`src/rtl/irq_ctrl.sv`:
```
`default_nettype none
// ============================================================================
//  Module   : irq_ctrl
//  Purpose  : Interrupt controller with up to eight channels. Each channel
//             can be synchronised, is level- or edge-sensitive and can use
//             either polarity. Detected events latch into a pending (STATUS)
//             register. Pending channels that are enabled in MASK drive a
//             registered aggregate interrupt.
//  Revision : 1.0 - initial release
// ----------------------------------------------------------------------------
//  Ports
//    clk      in   1         single clock, rising edge
//    rst      in   1         synchronous active-high reset
//    csr_a    in   5         CSR address
//    csr_di   in   8         CSR write data
//    csr_we   in   1         CSR write strobe (one-cycle qualifier)
//    csr_do   out  8         CSR read data, zero when not addressed
//    irq_in   in   NUM_IRQS  interrupt sources
//    irq_out  out  1         registered aggregate interrupt (active high)
//
//  Register map (offset from BASE_ADDR)
//    +0 STATUS  pending bits, write-1-to-clear
//    +1 MASK    per-channel enable for irq_out
//    +2 MODE    1 = edge, 0 = level
//    +3 POL     1 = active-low / falling, 0 = active-high / rising
// ============================================================================
module irq_ctrl #(
  parameter logic [4:0] BASE_ADDR = 5'h00,
  parameter int         NUM_IRQS  = 8,
  parameter int         SYNC      = 1,
  parameter logic [7:0] DFL_MASK  = 8'h00,
  parameter logic [7:0] DFL_MODE  = 8'h00,
  parameter logic [7:0] DFL_POL   = 8'h00
) (
  input  logic                clk,
  input  logic                rst,
  input  logic [4:0]          csr_a,
  input  logic [7:0]          csr_di,
  input  logic                csr_we,
  output logic [7:0]          csr_do,
  input  logic [NUM_IRQS-1:0] irq_in,
  output logic                irq_out
);

  // Ones on implemented channels. Every register is held at 8 bits and
  // ANDed with this mask, so unimplemented bits stay constant zero.
  localparam logic [7:0] c_IMPL = 8'((9'd1 << NUM_IRQS) - 9'd1);

  localparam logic [1:0] c_OFF_STATUS = 2'd0;
  localparam logic [1:0] c_OFF_MASK   = 2'd1;
  localparam logic [1:0] c_OFF_MODE   = 2'd2;
  localparam logic [1:0] c_OFF_POL    = 2'd3;

  // --------------------------------------------------------------------------
  // CSR address decode
  // --------------------------------------------------------------------------
  // The subtraction uses 6 bits. An address below BASE_ADDR then wraps to a
  // value of 33 or more. This keeps it outside the 0..3 window, and the
  // window also works when BASE_ADDR is near the top of the address space.
  logic [5:0] w_off6;
  logic       w_hit;
  logic [1:0] w_sel;

  assign w_off6 = {1'b0, csr_a} - {1'b0, BASE_ADDR};
  assign w_hit  = (w_off6[5:2] == 4'd0);
  assign w_sel  = w_off6[1:0];

  logic w_wr_status;
  logic w_wr_mask;
  logic w_wr_mode;
  logic w_wr_pol;

  assign w_wr_status = csr_we && w_hit && (w_sel == c_OFF_STATUS);
  assign w_wr_mask   = csr_we && w_hit && (w_sel == c_OFF_MASK);
  assign w_wr_mode   = csr_we && w_hit && (w_sel == c_OFF_MODE);
  assign w_wr_pol    = csr_we && w_hit && (w_sel == c_OFF_POL);

  // --------------------------------------------------------------------------
  // Input conditioning
  // --------------------------------------------------------------------------
  logic [7:0] w_irq;

  always_comb begin
    w_irq                 = 8'h00;
    w_irq[NUM_IRQS-1:0]   = irq_in;
  end

  // w_s is the per-channel sampled input that event detection uses.
  logic [7:0] w_s;

  generate
    if (SYNC != 0) begin : g_sync
      // Two-flop synchroniser. It has no reset, so it keeps tracking the
      // pins while rst is asserted.
      logic [7:0] r_meta;
      logic [7:0] r_sync;

      always_ff @(posedge clk) begin
        r_meta <= w_irq;
        r_sync <= r_meta;
      end

      assign w_s = r_sync;
    end else begin : g_nosync
      assign w_s = w_irq;
    end
  endgenerate

  // Value of w_s in the previous cycle, used for edge detection. It has no
  // reset on purpose. If it were cleared, an input held active through
  // reset would look like a fresh edge when reset is released.
  logic [7:0] r_prev;

  always_ff @(posedge clk) begin
    r_prev <= w_s;
  end

  // --------------------------------------------------------------------------
  // Event detection
  // --------------------------------------------------------------------------
  logic [7:0] r_status;
  logic [7:0] r_mask;
  logic [7:0] r_mode;
  logic [7:0] r_pol;
  logic       r_irq_out;

  logic [7:0] w_level;
  logic [7:0] w_rise;
  logic [7:0] w_fall;
  logic [7:0] w_edge;
  logic [7:0] w_event;

  assign w_level = w_s ^ r_pol;
  // Edges are taken from the raw sample history, not from w_level. As a
  // result, changing POL by itself can never produce an edge event.
  assign w_rise  = ~r_prev & w_s;
  assign w_fall  = r_prev & ~w_s;
  assign w_edge  = (~r_pol & w_rise) | (r_pol & w_fall);
  assign w_event = ((r_mode & w_edge) | (~r_mode & w_level)) & c_IMPL;

  // Bits to clear on a STATUS write.
  logic [7:0] w_w1c;

  assign w_w1c = w_wr_status ? (csr_di & c_IMPL) : 8'h00;

  // --------------------------------------------------------------------------
  // Register file and aggregate output
  // --------------------------------------------------------------------------
  always_ff @(posedge clk) begin
    if (rst) begin
      r_status  <= 8'h00;
      r_mask    <= DFL_MASK & c_IMPL;
      r_mode    <= DFL_MODE & c_IMPL;
      r_pol     <= DFL_POL & c_IMPL;
      r_irq_out <= 1'b0;
    end else begin
      // The event term is ORed in after the clear, so a new event wins
      // over a write-1-to-clear on the same bit in the same cycle.
      r_status <= (r_status & ~w_w1c) | w_event;

      if (w_wr_mask) begin
        r_mask <= csr_di & c_IMPL;
      end
      if (w_wr_mode) begin
        r_mode <= csr_di & c_IMPL;
      end
      if (w_wr_pol) begin
        r_pol <= csr_di & c_IMPL;
      end

      r_irq_out <= |(r_status & r_mask);
    end
  end

  assign irq_out = r_irq_out;

  // --------------------------------------------------------------------------
  // Read mux. It drives zero when this block is not addressed, so several
  // blocks can share a bus through an OR.
  // --------------------------------------------------------------------------
  always_comb begin
    csr_do = 8'h00;
    if (w_hit) begin
      case (w_sel)
        c_OFF_STATUS: csr_do = r_status;
        c_OFF_MASK:   csr_do = r_mask;
        c_OFF_MODE:   csr_do = r_mode;
        c_OFF_POL:    csr_do = r_pol;
        default:      csr_do = 8'h00;
      endcase
    end
  end

endmodule
`default_nettype wire

```
`config.mk`:
```
export PLATFORM = sky130hd
export DESIGN_NAME = irq_ctrl
export DESIGN_NICKNAME = d
export VERILOG_FILES = /design/src/rtl/irq_ctrl.sv
export SDC_FILE = /design/constraint.sdc
export NUM_CORES = 1
export LEC_CHECK = 0
export CAP_MARGIN = 0
export CORE_MARGIN = 5
export CORE_UTILIZATION = 40
export DETAILED_ROUTE_END_ITERATION = 16
export GPL_TIMING_DRIVEN = 0
export PLACE_DENSITY = 0.72
export SLEW_MARGIN = 25
export SYNTH_ARGS = -nofsm -noshare
export SYNTH_HDL_FRONTEND = slang
export SYNTH_SLANG_ARGS = --single-unit
```
`constraint.sdc`:
```
create_clock -name clk -period 4.7 [get_ports clk]
set_input_delay 0.94 -clock clk [delete_from_list [all_inputs] [get_ports clk]]
set_output_delay 0.94 -clock clk [all_outputs]
set_load 0.05 [all_outputs]
```
==> results.sh, run 1 <==
export IMPL_drt_total_wl_um=5376
export IMPL_post_route_period_util_pct=87.57
export IMPL_clockBufferDepth=2
export IMPL_fin_worst_skew_ns=0.006668
export IMPL_reg2reg_to="irq_out"
export IMPL_arrival_ns=3.18
export IMPL_grt_max_degree=11
export IMPL_r2r_start="r_status[5]"
export IMPL_worst_pin_slew_ns=0.6233
export IMPL_place_area_um2=2838
export IMPL_synth_seq_cells=57
export IMPL_synthFlopType="dfxtp_1"
export IMPL_cts_setup_buffers=0
export IMPL_gp_congestion=0.7619
export IMPL_hold_path_cell_count=0
export IMPL_clock_latency_ns=0.34
export IMPL_required_ns=3.76
export IMPL_yosysTopAreaCell="dfxtp_1"
export IMPL_core_um2=5921
export IMPL_synth_area_um2=2424
export IMPL_cts_sinks=57
export IMPL_final_util_pct=51.48
export IMPL_crit_path_end_kind="primary output"
export IMPL_nets=281
export IMPL_hold_path_class="flop to flop"
export IMPL_vias_per_cell=5.053
export IMPL_ant_nets=0
export IMPL_htree_levels=3
export IMPL_fill_cells=544
export IMPL_irDropWorstVdd_mv=0.2319
export IMPL_drt_pass1_iterations=4
export IMPL_setup_tns_final_ns=0
export IMPL_async_reset_ff_share_pct=0
export IMPL_die_y_um=87.84
export IMPL_min_from="g_sync.r_meta[1]"
export IMPL_io_pins=33
export IMPL_yosysMostFrequentCell="dfxtp_1"
export IMPL_yosys_warnings=0
export IMPL_relSlewSlack_pct=58.45
export IMPL_multiInputGateArea_um2=1184
export IMPL_status="finished, final reports clean"
export IMPL_yosys_top_cells_area="dfxtp_1, nand2b_1, mux2i_1"
export IMPL_yosys_area_top_type_share_pct=47.08
export IMPL_seq_area_frac_synth_pct=47.08
export IMPL_gr_usage_all_layers_pct=15.62
export IMPL_setup_violations=0
export IMPL_reg2reg_slack_ns=3.78
export IMPL_clk_pin_slew_ns=0.06
export IMPL_wl_per_cell_um=15.95
export IMPL_cts_tree="yes"
export IMPL_period_minus_slack_ns=4.116
export IMPL_grt_pass1_vias=1789
export IMPL_final_hold_violation_count=0
export IMPL_synth_enable_flop_cells=0
export IMPL_diodes=0
export IMPL_drc=0
export IMPL_vias=1703
export IMPL_initial_core_util_pct=40.93
export IMPL_p_leak_nw=1.213
export IMPL_cp_max_fo=10
export IMPL_yosysUniqueCellTypes=26
export IMPL_final_area_um2=3048
export IMPL_hold_buffers=0
export IMPL_rsz0062_at_grt="false"
export IMPL_dieWidth_um=87.84
export IMPL_ctsRootBufferMaster="clkbuf_8"
export IMPL_min_to="g_sync.r_sync[1]"
export IMPL_drv_cap=0
export IMPL_antenna_found_initial=0
export IMPL_final_max_slew_violation_count=0
export IMPL_overflow=0
export IMPL_worstRegToRegCells=2
export IMPL_portBuffers=32
export IMPL_yosys_top_cells_count="dfxtp_1, nand2b_1, mux2i_1"
export IMPL_dieArea_um2=7716
export IMPL_synthCells=214
export IMPL_synth_nets=238
export IMPL_clock_fmax_mhz=243.0
export IMPL_grt_pass1_wl_um=8825
export IMPL_layout_drive_gt1_share_pct=11.83
export IMPL_synthToLayoutAreaGrowth_pct=25.76
export IMPL_criticalPathCategory="input pin to primary output"
export IMPL_cts_resized=0
export IMPL_first_iter_violations=95
export IMPL_fp_row_count=28
export IMPL_dp_hpwl_um=3689
export IMPL_setup_worst_path_start_class="input pin"
export IMPL_synth_area_per_cell_um2=11.33
export IMPL_ff_latch_area_um2=1141
export IMPL_cts_buffers=9
export IMPL_power_density_nw_per_um2=355.0
==> cell families after synthesis <==
kind of cell / synth area share, %
and+or+nand+nor: 21.84
muxes: 18.59
AOI/OAI and AO/OA: 8.415
buffers and inverters: 4.078
DFF: 47.08
==> flip-flops by register name, summed over array words and instances (netlist names) <==
name / flops
r_mode: 8
r_mask: 8
r_pol: 8
irq_out: 1
r_status: 8
g_sync.r_sync: 8
r_prev: 8
g_sync.r_meta: 8
==> placed cells by master, fill, tap and decap left out, drive strengths merged, types with 3 or more instances in the layout <==
master         synthesis  final
inv                    8      8
clkdlybuf4s50          0     32
mux4                   8      8
o31ai                  8      8
nand2b                40     40
clkbuf                 7     17
nand3b                14     14
mux2i                 24     24
nand2                 11     11
a31oi                  7      7
nor2b                 11     11
buf                    4      4
dfxtp                 57     57
clkinv                 0      3
a22oi                  5      5
==> worst max-delay path, stage by stage <==
cell	delay, ns
clkdlybuf4s50_1	0.48
buf_2	0.28
mux4_1	0.60
nor2b_1	0.16
clkdlybuf4s50_1	0.72
==> per-layer routing <==
metal / routed length [um] / GRT usage (%) / vias to the layer above
met5: 0 / 0 / -
met4: 70 / 5.300 / 0
met3: 374 / 5.927 / 8
met2: 2606 / 25.48 / 46
met1: 2325 / 18.94 / 811
li1: - / - / 838
==> power by group <==
part	switching (mW)	internal [mW]
sequential	0.0113	0.501
combinational	0.0333	0.0456
clock	0.195	0.295
==> per-stage QoR <==
step           hold WS [ns]  power, mW  instances  setup slack (ns)
5_1_grt              0.3351      1.123        337            0.5350
3_5_place_dp         0.3121     0.6020        321            0.5590
6_report             0.3257      1.082        337            0.5844
2_1_floorplan        0.3096     0.5653        214             1.581
4_1_cts              0.3264      1.093        337            0.5565
3_3_place_gp         0.3115     0.6002        321            0.6000
==> layout make-up <==
| class | count | area share, % |
|---|---|---|
| Tap cell | 75 | 3.079 |
| Sequential cell | 57 | 37.44 |
| Buffer | 11 | 2.258 |
| Clock inverter | 6 | 2.709 |
| Multi-Input combinational cell | 138 | 38.83 |
| Timing Repair Buffer | 32 | 10.51 |
| Clock buffer | 10 | 4.187 |
| Inverter | 8 | 0.9852 |
==> worst max path at each step <==
stage / startpoint / endpoint / slack (ns) / cells after the start
finish: csr_a[1] / csr_do[6] / 0.58 / 5
global route: csr_a[1] / csr_do[6] / 0.53 / 5
floorplan: csr_a[4] / csr_do[0] / 1.58 / 3
detailed placement: csr_a[1] / csr_do[6] / 0.56 / 5
CTS: csr_a[1] / csr_do[6] / 0.56 / 5
global placement: csr_a[1] / csr_do[6] / 0.60 / 5
No activity file was read; power rests on OpenSTA's default activity.
==> run 2, diff against run 1 <==
--- a/config.mk
+++ b/config.mk
@@ -8,6 +8,7 @@
 export CAP_MARGIN = 0
 export CORE_MARGIN = 5
 export CORE_UTILIZATION = 40
+export CTS_BUF_LIST = sky130_fd_sc_hd__clkbuf_8
 export DETAILED_ROUTE_END_ITERATION = 16
 export GPL_TIMING_DRIVEN = 0
 export PLACE_DENSITY = 0.72
==> run 2 against run 1 <==
- non-clock buffer count unchanged
- clock power down 0.8%
- sequential share of layout area unchanged
==> results.sh, run 2 (synthesis results as in run 1) <==
export IMPL_hold_buffers=0
export IMPL_gp_congestion=0.7619
export IMPL_ant_nets=0
export IMPL_layout_commonest_cell="dfxtp_1"
export IMPL_path_buf_inv=3
export IMPL_hold_path_cell_count=0
export IMPL_dp_hpwl_um=3689
export IMPL_clock_fmax_mhz=242.5
export IMPL_cts_resized=0
export IMPL_setup_tns_final_ns=0
export IMPL_clockBufferDepth=2
export IMPL_portBuffers=32
export IMPL_reg2reg_to="irq_out"
export IMPL_worstSetupPathDepth=5
export IMPL_met2_wirelength_um=2611
export IMPL_dieArea_um2=7716
export IMPL_worstRegToRegCells=2
export IMPL_dieWidth_um=87.84
export IMPL_gr_usage_all_layers_pct=15.62
export IMPL_pre_cts_slack_ns=0.5590
export IMPL_rsz0062_at_grt="false"
export IMPL_relSlewSlack_pct=58.59
export IMPL_clk_pin_slew_ns=0.06
export IMPL_fin_worst_skew_ns=0.006405
export IMPL_nets=281
export IMPL_slowest_delay_ns=0.72
export IMPL_arrival_ns=3.18
export IMPL_antenna_found_initial=0
export IMPL_cts_setup_buffers=0
export IMPL_required_ns=3.76
export IMPL_top_layer_used="met4"
export IMPL_irDropWorstVdd_mv=0.2301
export IMPL_reg2reg_slack_ns=3.78
export IMPL_grt_pass1_vias=1789
export IMPL_status="finished, final reports clean"
export IMPL_crit_path_end_kind="primary output"
export IMPL_criticalPathCategory="input pin to primary output"
export IMPL_period_minus_slack_ns=4.124
export IMPL_fp_row_count=28
export IMPL_core_um2=5921
export IMPL_worst_pin_slew_ns=0.6212
export IMPL_path_common_cell="clkdlybuf4s50_1"
export IMPL_cp_endpoint="csr_do[6]"
export IMPL_fill_cells=544
export IMPL_wl_met1_um=2316
export IMPL_final_hold_violation_count=0
export IMPL_r2r_start="r_status[5]"
export IMPL_drt_pass1_iterations=4
export IMPL_cts_sinks=57
export IMPL_vias_per_cell=5.053
export IMPL_setup_violations=0
export IMPL_finalWorstSetupSlack_ns=0.5756
export IMPL_cts_buffers=9
export IMPL_diodes=0
export IMPL_clock_latency_ns=0.33
export IMPL_p_leak_nw=1.217
export IMPL_grt_max_degree=11
export IMPL_critPathLaunch="csr_a[1]"
export IMPL_htree_levels=3
export IMPL_post_route_period_util_pct=87.75
export IMPL_cts_tree="yes"
export IMPL_overflow=0
export IMPL_ctsRootBufferMaster="clkbuf_8"
export IMPL_layout_common_cells="dfxtp_1, nand2b_1, clkdlybuf4s50_1"
export IMPL_wl_met3_um=370
export IMPL_initial_core_util_pct=40.93
export IMPL_synthToLayoutAreaGrowth_pct=25.76
export IMPL_place_area_um2=2838
export IMPL_cp_max_fo=10
export IMPL_first_iter_violations=93
export IMPL_hold_path_class="flop to flop"
export IMPL_final_max_slew_violation_count=0
export IMPL_final_area_um2=3048
export IMPL_layout_drive_gt1_share_pct=11.83
export IMPL_drt_total_wl_um=5368
export IMPL_wl_per_cell_um=15.93
export IMPL_critPathTopFamily="buffers and inverters"
export IMPL_power_density_nw_per_um2=353.8
export IMPL_die_y_um=87.84
export IMPL_slowest_stage="clkdlybuf4s50_1"
export IMPL_path_cells="clkdlybuf4s50_1, buf_2, mux4_1, nor2b_1, clkdlybuf4s50_1"
export IMPL_drv_cap=0
export IMPL_vias=1703
export IMPL_drc=0
export IMPL_io_pins=33
export IMPL_grt_pass1_wl_um=8825
export IMPL_setup_worst_path_start_class="input pin"
run 2: cell types whose count changed in the layout (fill, tap and decap cells not counted):
cell	change
inv_1	+1
clkbuf_1	-1
run 2: layout make-up:
type | instances | area, um2 | area share, %
Buffer | 11 | 68.82 | 2.258
Clock buffer | 9 | 123.9 | 4.064
Clock inverter | 7 | 86.33 | 2.833
Inverter | 8 | 30.03 | 0.9852
Multi-Input combinational cell | 138 | 1184 | 38.83
Sequential cell | 57 | 1141 | 37.44
Tap cell | 75 | 93.84 | 3.079
Timing Repair Buffer | 32 | 320.3 | 10.51
run 2: worst register-to-register path: stages (launching register included):
cell,delay [ns]
dfxtp_1,0.34
a22oi_1,0.26
a41oi_1,0.17
run 2: metal layers:
metal  up-vias  global-route usage [%]
li1        840                       -
met1       808                   18.94
met2        47                   25.48
met3         8                   5.927
met4         0                   5.300
met5         -                       0
run 2: stage by stage:
step           hold slack (ns)  power, mW  utilization, %  instances
2_1_floorplan           0.3096     0.5653               -        214
3_3_place_gp            0.3115     0.6002           47.93        321
3_5_place_dp            0.3121     0.6020           47.93        321
4_1_cts                 0.3264      1.091           51.48        337
5_1_grt                 0.3351      1.121           51.48        337
6_report                0.3257      1.079           51.48        337
run 2: worst min-delay path by stage:
stage | endpoint | slack, ns | from
2_1_floorplan | g_sync.r_sync[0] | 0.31 | g_sync.r_meta[0]
3_3_place_gp | g_sync.r_sync[0] | 0.31 | g_sync.r_meta[0]
3_5_place_dp | g_sync.r_sync[1] | 0.31 | g_sync.r_meta[1]
4_1_cts | g_sync.r_sync[1] | 0.33 | g_sync.r_meta[1]
5_1_grt | g_sync.r_sync[6] | 0.34 | g_sync.r_meta[6]
6_report | g_sync.r_sync[1] | 0.33 | g_sync.r_meta[1]
run 2: report_power, final:
group / switching, mW / total (mW) / internal, mW
Combinational: 0.0333 / 0.0789 / 0.0456
Sequential: 0.0114 / 0.512 / 0.501
Clock: 0.194 / 0.487 / 0.293
Total: 0.239 / 1.08 / 0.840
